**config.mk**
```make
export PLATFORM = sky130hd
export DESIGN_NAME = parity_err_monitor
export DESIGN_NICKNAME = d
export VERILOG_FILES = /design/src/rtl/parity_err_monitor.sv
export SDC_FILE = /design/constraint.sdc
export NUM_CORES = 1
export LEC_CHECK = 0
export ABC_AREA = 1
export CORE_ASPECT_RATIO = 2
export CORE_UTILIZATION = 47
export CTS_CLUSTER_SIZE = 40
export DETAILED_ROUTE_END_ITERATION = 16
export GPL_TIMING_DRIVEN = 0
export PLACE_DENSITY = 0.77
export SYNTH_ARGS = -nofsm -noshare
export SYNTH_HDL_FRONTEND = slang
export SYNTH_SLANG_ARGS = --single-unit
export TNS_END_PERCENT = 5
```
**constraint.sdc**
```tcl
create_clock -name clock -period 1.8 [get_ports clock]
set_input_delay 0.54 -clock clock [delete_from_list [all_inputs] [get_ports clock]]
set_output_delay 0.54 -clock clock [all_outputs]
set_load 0.005 [all_outputs]
```
**src/rtl/parity_err_monitor.sv**
```systemverilog
// Parity checker that folds a 32-bit word one byte per cycle and tracks error statistics.
// Define PARITY_MON_STATS_EN to build the word_count statistics counter; otherwise word_count is tied to 0.
module parity_err_monitor #(
    parameter int THRESH = 3,
    parameter int CNT_W  = 16
) (
    input  logic             clock,
    input  logic             reset,
    input  logic             in_valid,
    output logic             in_ready,
    input  logic [31:0]      in_data,
    input  logic             in_par,
    input  logic             cfg_odd,
    input  logic             clr,
    output logic             out_valid,
    output logic             out_err,
    output logic [CNT_W-1:0] err_count,
    output logic             alarm,
    output logic [CNT_W-1:0] word_count
);

    typedef enum logic [1:0] {
        IDLE = 2'd0,
        CALC = 2'd1,
        DONE = 2'd2
    } state_t;

    state_t      state;
    state_t      state_next;
    logic [1:0]  beat;
    logic [31:0] data_q;
    logic        par_q;
    logic        odd_q;
    logic [7:0]  acc;
    logic [7:0]  consec;
    logic [7:0]  consec_inc;
    logic        mismatch;
    logic        done_exit;

    always_comb begin
        state_next = state;
        case (state)
            IDLE:    if (in_valid) state_next = CALC;
            CALC:    if (beat == 2'd3) state_next = DONE;
            DONE:    state_next = IDLE;
            default: state_next = IDLE;
        endcase
    end

    assign in_ready   = (state == IDLE);
    assign out_valid  = (state == DONE);
    assign done_exit  = (state == DONE);
    assign mismatch   = ((^acc) ^ par_q) != odd_q;
    assign out_err    = out_valid && mismatch;
    assign consec_inc = (consec == 8'hFF) ? consec : consec + 8'd1;

    // The latched word is shifted down so byte 0 is always folded first.
    always_ff @(posedge clock) begin
        if (reset) begin
            state  <= IDLE;
            beat   <= 2'd0;
            data_q <= 32'd0;
            par_q  <= 1'b0;
            odd_q  <= 1'b0;
            acc    <= 8'd0;
        end else begin
            state <= state_next;
            case (state)
                IDLE: begin
                    if (in_valid) begin
                        data_q <= in_data;
                        par_q  <= in_par;
                        odd_q  <= cfg_odd;
                        acc    <= 8'd0;
                        beat   <= 2'd0;
                    end
                end
                CALC: begin
                    acc    <= acc ^ data_q[7:0];
                    data_q <= data_q >> 8;
                    beat   <= beat + 2'd1;
                end
                default: ;
            endcase
        end
    end

    // clr outranks the DONE-exit update so a coincident clear leaves everything at zero.
    always_ff @(posedge clock) begin
        if (reset) begin
            err_count <= '0;
            consec    <= 8'd0;
            alarm     <= 1'b0;
        end else if (clr) begin
            err_count <= '0;
            consec    <= 8'd0;
            alarm     <= 1'b0;
        end else if (done_exit) begin
            if (mismatch) begin
                if (!(&err_count)) err_count <= err_count + CNT_W'(1);
                consec <= consec_inc;
                if (consec_inc >= 8'(THRESH)) alarm <= 1'b1;
            end else begin
                consec <= 8'd0;
            end
        end
    end

`ifdef PARITY_MON_STATS_EN
    always_ff @(posedge clock) begin
        if (reset) begin
            word_count <= '0;
        end else if (done_exit && !(&word_count)) begin
            word_count <= word_count + CNT_W'(1);
        end
    end
`else
    assign word_count = '0;
`endif

endmodule

```
==> key figures <==
Outcome
  – Failing checks: negative setup slack
  – Status: finished with violations

Detailed routing
  – Residual DRC: 0
  – Pre-antenna DRT Iters: 5
  – Routed via count: ~3,700
  – Via density: just over 5
  – Final wirelength: 9200 µm
  – Final antenna-violating net count: 0
  – DR iter-0 viols: 207
  – Drt wl/cell: around 13 µm

Synth
  – Main flop type after synthesis: dfxtp_1
  – Post-Syn Area: 3650 µm²
  – Synth top area share: 39.0%
  – Async set or reset register ratio after synthesis: 0%
  – Cells after Synth: approximately 520
  – Area leader, netlist: dfxtp_1
  – Post-synth top cells: nand2_1 (169), dfxtp_1 (71), a21oi_1 (39), nand3_1 (33), inv_1 (31)
  – Post-synthesis sequential area ratio: 39.0%
  – Synth area leaders: dfxtp_1 (39%), nand2_1 (17%), a21oi_1 (5.4%)
  – Seq cells post-synth: 71
  – Count of flip-flops with a built-in enable after synthesis: 0
  – Synth Warn #: 0
  – Count leader, synth: nand2_1
  – Library cells used by synthesis: 28
  – Syn avg cell area: 6.96 µm²

Setup path
  – CP Max Fanout: 6
  – Worst endpoint data arrival time: 1.63 ns
  – Startpoint types: register
  – Reg2reg start: acc[4]$_SDFFE_PP0P_
  – CP required: ~1.3 ns
  – Worst r2r dst: err_count[14]$_SDFFE_PP0P_
  – Reg2reg path depth: 13
  – Reg-to-reg setup timing slack: 0.04 ns
  – Crit path to: out_err
  – CP startpoint: acc[4]$_SDFFE_PP0P_
  – Crit Path Category: reg2out
  – Critical path endpoint category: output port

CTS
  – Worst-path clk slew: 0.06 ns
  – CTS Hold Bufs: 0
  – CTS Buf Count: 9
  – Clock Sinks: 71
  – Clk_lat worst skew: 0.34 ns
  – Root buffer cell: clkbuf_16
  – # H-tree levels: 3
  – CTS tree: built
  – CTS max path bufs: 2

STA
  – Worst rel slew slack: 59.9%
  – F_max: between 400 and 500 MHz
  – Worst-Margin Slew: between 0.6 and 0.7 ns
  – Final Hold Viols: 0
  – Max Clock Skew: around 0.0047 ns
  – # setup viols final: 2
  – Setup ws final: -0.375 ns
  – Hold WS: 0.456 ns
  – Unrepaired setup endpoints after global routing: yes
  – Post-layout min period: between 2 and 2.5 ns
  – Max Slew Vio Count: 0
  – Crit share post-route: 121%

Cells and area
  – Layout cell share with drive strength beyond 1: between 10% and 20%
  – # nets final: between 600 and 700
  – Area Overhead vs Synth: 36.2%
  – Fillers: 650
  – Register area: 1470 µm²
  – ANT cells: 0
  – Multi-input logic area: just over 2000 µm²
  – Final instance area: 4970 µm²

Placed design
  – Post-DP Area: 4390 µm²
  – Pre-CTS setup slack: -0.651 ns
  – IO buf count: 57
  – Hpwl dp: 6500 µm
  – Gpl congestion: 0.940

Job
  – Max-cap violations: 0

Power
  – Maximum VDD drop: between 0.6 and 0.7 mV
  – Leak pwr: 2.00 nW
  – Pwr dens: 810 nW/µm²

Global routing
  – Largest net degree at the start of global routing: 14
  – First-pass GRT wire length: 15,200 µm
  – Met2 GRT Util: 43.8%
  – Vias in the first global route: 3,556
  – Busiest grt layer: met2
  – GRT Total Usage: 23.7%
  – Grt total ovfl: 0
  – GRT met1 Usage: 23.6%
  – Initial antenna violation count: 0
  – M3 GR Usage: slightly below 5%

Floorplanning
  – Die Y: 127 µm
  – Die Area: 8140 µm²
  – Rows: 45
  – Ports: 74
  – Die width: 64.3 µm
  – Core ar.: 7540 µm²
  – Starting Density: 48.3%

Worst hold path
  – Hold WC Path Type: reg2reg
## metal layers
metal  vias to the layer above  wire, µm
li1                       1875         -
met4                         0       346
met1                      1678      3460
met2                       106      5110
met3                        25       285
met5                         -         0
## power by group
part / internal (mW) / switching, mW / leakage, nW
sequential: 1.65 / 0.0483 / 0.595
clock: 1.12 / 0.691 / 0.149
combinational: 0.238 / 0.277 / 1.26
total: 3.01 / 1.02 / 2.00
## critical path, cell delays in order, from the launching register on
cell and delay (ns):
dfxtp_2 0.31, buf_6 0.13, xnor2_1 0.12, nand2_1 0.06, nand2_1 0.06, nand2_2 0.10
nand2_2 0.06, nand2_2 0.10, inv_4 0.05, nor2_8 0.12, buf_6 0.11, buf_6 0.08
## worst min path at each step
stage | end | cells past startpoint | from
6_report | data_q[25]$_SDFFE_PP0P_ | 2 | data_q[25]$_SDFFE_PP0P_
5_1_grt | data_q[29]$_SDFFE_PP0P_ | 2 | data_q[29]$_SDFFE_PP0P_
4_1_cts | data_q[29]$_SDFFE_PP0P_ | 2 | data_q[29]$_SDFFE_PP0P_
3_5_place_dp | data_q[29]$_SDFFE_PP0P_ | 2 | data_q[29]$_SDFFE_PP0P_
3_3_place_gp | data_q[25]$_SDFFE_PP0P_ | 2 | data_q[25]$_SDFFE_PP0P_
2_1_floorplan | beat[0]$_SDFFE_PP0P_ | 1 | beat[0]$_SDFFE_PP0P_
## placed cells by master, fill, tap and decap left out, types with 2 or more instances in the layout
cell type	synthesis	routed
nand2_2	4	9
nand3_1	33	33
conb_1	1	16
a21oi_2	0	2
dfxtp_1	71	46
clkinv_4	0	2
inv_4	0	3
o21ai_0	29	27
clkdlybuf4s50_1	0	55
clkbuf_2	0	3
nor2_1	30	27
o21ai_1	0	2
dfxtp_2	0	20
buf_4	17	31
nand2_4	0	5
ha_2	0	2
nand3_4	0	2
nand2_1	169	159
nand4_1	5	5
inv_1	31	27
inv_2	5	6
xnor2_1	6	6
a21oi_1	39	37
clkbuf_16	0	9
dfxtp_4	0	5
nor2_2	0	2
clkbuf_1	11	8
buf_2	7	3
nor2_4	1	2
a31oi_1	24	24
nor3_1	8	8
xor2_1	19	19
buf_6	2	5
## per-stage QoR
| step | std cells | utilization, % | power, mW | TNS, ns |
|---|---|---|---|---|
| global route | 719 | 65.8 | 4.18 | -1.57 |
| global placement | 690 | 58.2 | 2.17 | -15.62 |
| floorplan | 539 | - | 2.02 | 0 |
| finish | 719 | 65.8 | 4.02 | -0.515 |
| CTS | 714 | 64.3 | 4.01 | -0.535 |
| detailed placement | 690 | 58.2 | 2.18 | -16.55 |
## logic make-up (layout without fill, tap and decap cells)
group,Yosys count,after routing,share of synthesized area [%]
other cells,1,16,0.103
xor+xnor,25,25,6.01
fa+ha+maj,3,3,1.03
flops,71,71,39.0
simple gates,259,259,30.5
compound gates,92,92,13.5
buf+inv,73,159,9.92
## area by class of cell
cell class | instances | area share [%]
clock buffer | 10 | 4.81
buffer | 36 | 4.84
tap | 94 | 2.37
timing repair buffer | 71 | 13.6
sequential | 71 | 29.5
inverter | 36 | 2.87
multi-input combinational | 395 | 40.6
clock inverter | 6 | 1.39
## registers in the layout, indices dropped and copies added (netlist names)
register   cells
acc            8
alarm          1
beat           2
consec         8
data_q        32
err_count     16
odd_q          1
par_q          1
state          2
## what timing repair did
item | CTS | global route
endpoints found under the setup margin | 51 | 55
pin swaps | 10 | 12
setup buffers | 8 | 6
gates resized for setup | 44 | 40
(Power assumes the default switching activity.)
